===== src/rtl/toggle_monitor.sv =====
// Measures the half-period of an asynchronous square wave and tracks lock
// against an expected half-period, with sticky error on loss of lock.
module toggle_monitor #(
  parameter int unsigned CNT_W = 16,
  parameter int unsigned TOL   = 1
) (
  input  logic             clk,
  input  logic             reset,
  input  logic             toggle_in,
  input  logic             en,
  input  logic [CNT_W-1:0] exp_half,
  input  logic             clr_err,
  output logic             edge_pulse,
  output logic             period_valid,
  output logic [CNT_W-1:0] half_period,
  output logic [CNT_W-1:0] toggle_count,
  output logic [1:0]       state,
  output logic             locked,
  output logic             timeout,
  output logic             err
);

  typedef enum logic [1:0] {
    S_IDLE    = 2'b00,
    S_ACQUIRE = 2'b01,
    S_LOCKED  = 2'b10,
    S_LOST    = 2'b11
  } state_t;

  localparam logic [CNT_W-1:0] HMAX = '1;

  logic             r_s1, r_s2, r_s3;
  logic [CNT_W-1:0] r_hcnt;
  logic [1:0]       r_mcnt;
  state_t           r_state;
  logic [CNT_W-1:0] r_half_period;
  logic [CNT_W-1:0] r_toggle_count;
  logic             r_edge_pulse, r_period_valid, r_locked, r_timeout, r_err;

  logic             w_edge, w_sat, w_match, w_pv, w_err_set;
  logic [CNT_W:0]   w_hp_new, w_exp_ext, w_diff;
  logic [CNT_W-1:0] w_hp_sat;
  state_t           w_state_nxt;
  logic [1:0]       w_mcnt_nxt;

  assign w_edge    = en & (r_s2 ^ r_s3);
  assign w_hp_new  = {1'b0, r_hcnt} + {{CNT_W{1'b0}}, 1'b1};
  assign w_exp_ext = {1'b0, exp_half};
  assign w_diff    = (w_hp_new >= w_exp_ext) ? (w_hp_new - w_exp_ext)
                                             : (w_exp_ext - w_hp_new);
  assign w_match   = (w_diff <= (CNT_W+1)'(TOL));
  assign w_hp_sat  = w_hp_new[CNT_W] ? HMAX : w_hp_new[CNT_W-1:0];
  // An edge arriving on the saturation cycle takes precedence over timeout.
  assign w_sat     = en && !w_edge && (r_hcnt == HMAX) && (r_state != S_IDLE);

  always_comb begin
    w_state_nxt = r_state;
    w_mcnt_nxt  = r_mcnt;
    w_pv        = 1'b0;
    w_err_set   = 1'b0;
    if (!en) begin
      w_state_nxt = S_IDLE;
      w_mcnt_nxt  = 2'd0;
    end else if (w_sat) begin
      w_state_nxt = S_IDLE;
      w_mcnt_nxt  = 2'd0;
      w_err_set   = (r_state == S_LOCKED);
    end else if (w_edge) begin
      case (r_state)
        S_IDLE: begin
          w_state_nxt = S_ACQUIRE;
          w_mcnt_nxt  = 2'd0;
        end
        S_ACQUIRE: begin
          w_pv = 1'b1;
          if (w_match) begin
            w_mcnt_nxt = r_mcnt + 2'd1;
            if (r_mcnt == 2'd1) w_state_nxt = S_LOCKED;
          end else begin
            w_mcnt_nxt = 2'd0;
          end
        end
        S_LOCKED: begin
          w_pv = 1'b1;
          if (!w_match) begin
            w_state_nxt = S_LOST;
            w_mcnt_nxt  = 2'd0;
            w_err_set   = 1'b1;
          end
        end
        S_LOST: begin
          w_pv = 1'b1;
          if (w_match) begin
            w_state_nxt = S_ACQUIRE;
            w_mcnt_nxt  = 2'd1;
          end
        end
        default: w_state_nxt = S_IDLE;
      endcase
    end
  end

  always_ff @(posedge clk or posedge reset) begin
    if (reset) begin
      r_s1           <= 1'b0;
      r_s2           <= 1'b0;
      r_s3           <= 1'b0;
      r_hcnt         <= '0;
      r_mcnt         <= 2'd0;
      r_state        <= S_IDLE;
      r_half_period  <= '0;
      r_toggle_count <= '0;
      r_edge_pulse   <= 1'b0;
      r_period_valid <= 1'b0;
      r_locked       <= 1'b0;
      r_timeout      <= 1'b0;
      r_err          <= 1'b0;
    end else begin
      r_s1 <= toggle_in;
      r_s2 <= r_s1;
      r_s3 <= r_s2;

      if (!en || w_edge)     r_hcnt <= '0;
      else if (r_hcnt != HMAX) r_hcnt <= r_hcnt + 1'b1;

      if (w_edge) r_half_period <= w_hp_sat;

      if (!en)         r_toggle_count <= '0;
      else if (w_edge) r_toggle_count <= r_toggle_count + 1'b1;

      r_state        <= w_state_nxt;
      r_mcnt         <= w_mcnt_nxt;
      r_locked       <= (w_state_nxt == S_LOCKED);
      r_edge_pulse   <= w_edge;
      r_period_valid <= w_pv;
      r_timeout      <= w_sat;

      if (w_err_set)    r_err <= 1'b1;
      else if (clr_err) r_err <= 1'b0;
    end
  end

  assign edge_pulse   = r_edge_pulse;
  assign period_valid = r_period_valid;
  assign half_period  = r_half_period;
  assign toggle_count = r_toggle_count;
  assign state        = r_state;
  assign locked       = r_locked;
  assign timeout      = r_timeout;
  assign err          = r_err;

endmodule


===== config.mk =====
export PLATFORM = sky130hd
export DESIGN_NAME = toggle_monitor
export DESIGN_NICKNAME = d
export VERILOG_FILES = /design/src/rtl/toggle_monitor.sv
export SDC_FILE = /design/constraint.sdc
export NUM_CORES = 1
export LEC_CHECK = 0
export BUFFER_PORTS_ARGS = -buffer_cell sky130_fd_sc_hd__buf_2
export CAP_MARGIN = 20
export CORE_MARGIN = 5
export CORE_UTILIZATION = 36
export CTS_CLUSTER_SIZE = 40
export DETAILED_ROUTE_END_ITERATION = 10
export SLEW_MARGIN = 20
export SYNTH_ARGS = -nofsm -noshare
export SYNTH_HDL_FRONTEND = slang
export SYNTH_SLANG_ARGS = --single-unit
export TNS_END_PERCENT = 30

===== constraint.sdc =====
create_clock -name clk -period 5.2 [get_ports clk]
set_clock_uncertainty 0.15 [all_clocks]
set_input_delay 1.04 -clock clk [delete_from_list [all_inputs] [get_ports clk]]
set_output_delay 1.04 -clock clk [all_outputs]
set_load 0.01 [all_outputs]

==> results.txt <==
# setup viols final - 0
Max IR drop VDD - 0.243 mV
Most used DFF post-synth - dfrtp_1
CP required - 5.30 ns
CTS tree - built
Worst setup SP type - flip-flop
CP Capture Type - flip-flop
grt total ovfl - 0
Placer Congestion - 0.909
post-synth cell types - 72
total power - 0.00128 W
worst skew pair latency - 0.32 ns
Max Fclk - 0.201 GHz
fin crit share - 0.956
Max-Cap Viols - 0
Inserted Diodes - 0
Pins Over Slew Limit - 0
first-pass GRT wire length - 20400 microns
largest net degree at the start of global routing - 61
1st-iter DRT viols - 266
Leak Pwr - 2.70 nW
number of I/O port buffers - 59
DRC Markers - 0
Avg WL per Cell - 15.6 microns
cts bufs inserted - 9
Rows - 41
P per Cell Area - 230 mW/mm^2
Hold Path Class - flip-flop to flip-flop
area of the core - 0.0127 sq mm
final hold slack - 0.195 ns
Worst-Margin Slew - 0.731 ns
Final HPWL DP - 9590 microns
area of the mapped netlist - 0.00466 sq mm
via count - 4174
Die Wd - 124 microns
synthesis warning total - 0
vias in the first global route - 4160
Mapped Nets - 605
CTS Buffer Depth - 2
Starting Density - 0.368
Tmin final - 4.97 ns
ys async rst share - 1.00
proportion of layout cells with a drive suffix above 1 - 0.226
Area growth, synth to finish - 19.2%
CTS root buffer - clkbuf_16
Final Hold Fails - 0
register bit total from synthesis - 60
status - finished, final reports clean
Final nets - 675
CTS clk-pin slew, worst paths - 0.05 ns
final antenna-violating net count - 0
IO Pins - 60
initial antenna violation count - 0
crit-path max FO - 9
crit path kind - flip-flop to flip-flop
CTS sink cnt - 60
1st-pass router iterations - 5
Slew headroom - 0.513
CTS Hold Bufs - 0
drt via density - 5.27
Post-Syn Instances - 547
full die area - 0.0153 sq mm
Post-synth EDFFs - 0
GRT Total Usage - 0.167
Avg Cell Area, Syn - 8.53 sq um
H-tree levels - 3
total wire length - 12400 microns
Critical Path AT - 5.07 ns
register area share after synthesis - 0.322
chip height - 124 microns
[worst paths after layout]
kind / cells past startpoint / slack, ns / to / start
worst max register to register: 17 / 0.23 / locked / r_hcnt[0]
worst max-delay path: 17 / 0.23 / locked / r_hcnt[0]
worst min register to register: 0 / 0.19 / r_s2 / r_s1
min in group asynchronous: 3 / 0.77 / half_period[12] / reset
max in group asynchronous: 3 / 3.64 / edge_pulse / reset
worst min-delay path: 0 / 0.19 / r_s2 / r_s1
[cell families after synthesis]
kind of cell	share of synthesized area
buffers and inverters	0.0767
adders and majority gates	0.102
and+or+nand+nor	0.223
muxes	0.0107
AOI/OAI and AO/OA	0.203
DFF	0.322
xor gates and xnor gates	0.0620
[worst max-delay path, stage by stage, from the launching register on]
cell       delay [ns]
dfrtp_1          0.41
ha_1             0.22
nand3_2          0.09
or2_2            0.37
xnor2_1          0.34
ha_1             0.42
nand4_1          0.23
nor4_4           0.08
a2111o_1         0.50
a211o_1          0.32
o21ai_1          0.16
o22ai_1          0.16
a211o_2          0.35
a21oi_2          0.13
nand4_2          0.14
o311a_1          0.33
a2111oi_2        0.33
nor2b_1          0.18
[layout make-up]
cell class | count | area [sq um]
repair buffers | 83 | 475
fillers | 1266 | 7110
inverters | 49 | 184
clock buffers | 13 | 280
flip-flops and latches | 60 | 1500
well taps | 172 | 215
multi-input cells | 414 | 2880
clock inverters | 1 | 30.0
[sequential cells by signal, summed over array words and instances (netlist names)]
name / flops
edge_pulse: 1
err: 1
half_period: 16
locked: 1
period_valid: 1
r_hcnt: 16
r_mcnt: 2
r_s1: 1
r_s2: 1
r_s3: 1
state: 2
timeout: 1
toggle_count: 16
[what timing repair did]
item                                   CTS  global route
gates resized for setup                  0            13
endpoints found under the hold margin    0             0
setup buffers                            0             5
setup endpoints to repair                0             4
[cells in the final DEF (no fill, tap or decap), drive strengths merged, types with 5 or more instances in the layout]
master	count
a31oi	5
or2	5
ha	35
mux2i	5
xnor2	21
nor3	8
o22ai	6
nand2	45
and2	16
buf	83
a21boi	6
nor2	53
a21o	9
inv	49
xor2	12
nand4	16
dfrtp	60
clkbuf	13
or3	8
nor2b	7
a21oi	34
nand3	18
and3	8
nor4	7
o21ai	42
[routing by layer]
layer | vias to the layer above | wire [microns] | track usage
li1 | 2052 | - | -
met1 | 1960 | 5710 | 0.229
met2 | 144 | 5800 | 0.269
met3 | 18 | 682 | 0.0291
met4 | 0 | 165 | 0.0512
met5 | - | 0 | 0
[cell usage after synthesis, drive strengths merged, types with 3 or more instances]
master | n | area [sq um]
o22ai | 6 | 43.8
a22oi | 3 | 27.5
a21boi | 6 | 45.0
nor3 | 8 | 45.0
nand2b | 4 | 25.0
a221oi | 4 | 35.0
nand2 | 45 | 171
a21o | 9 | 68.8
and3 | 8 | 53.8
xnor2 | 21 | 184
a21oi | 34 | 181
nor2 | 53 | 201
xor2 | 12 | 105
and2 | 16 | 100
o21ai | 42 | 214
dfrtp | 60 | 1500
nand4 | 16 | 113
nor2b | 7 | 43.8
clkbuf | 11 | 62.6
or2 | 5 | 31.3
or3 | 8 | 51.3
buf | 13 | 111
a211o | 3 | 27.5
o21bai | 3 | 26.3
nor4 | 7 | 86.3
mux2i | 5 | 50.1
o2111ai | 4 | 35.0
nand3 | 18 | 95.1
inv | 49 | 184
a31oi | 5 | 31.3
ha | 35 | 438
[stage by stage]
stage	TNS [ns]	setup WS, ns	utilization	cells	instance area (sq um)
2_1_floorplan	0	0.363	-	547	4660
3_3_place_gp	0	0.296	0.406	773	5140
3_5_place_dp	0	0.163	0.406	773	5140
4_1_cts	0	0.176	0.430	787	5450
5_1_grt	-0.0114	-0.0114	0.439	792	5560
6_report	0	0.228	0.439	792	5560
[power by group]
part           switching [W]  total, W  internal [W]
Clock               0.000186  0.000603      0.000417
Combinational       0.000116  0.000186     0.0000701
Sequential        0.00000927  0.000489      0.000480
Total               0.000311   0.00128      0.000966
No activity file was read; power rests on OpenSTA's default activity.
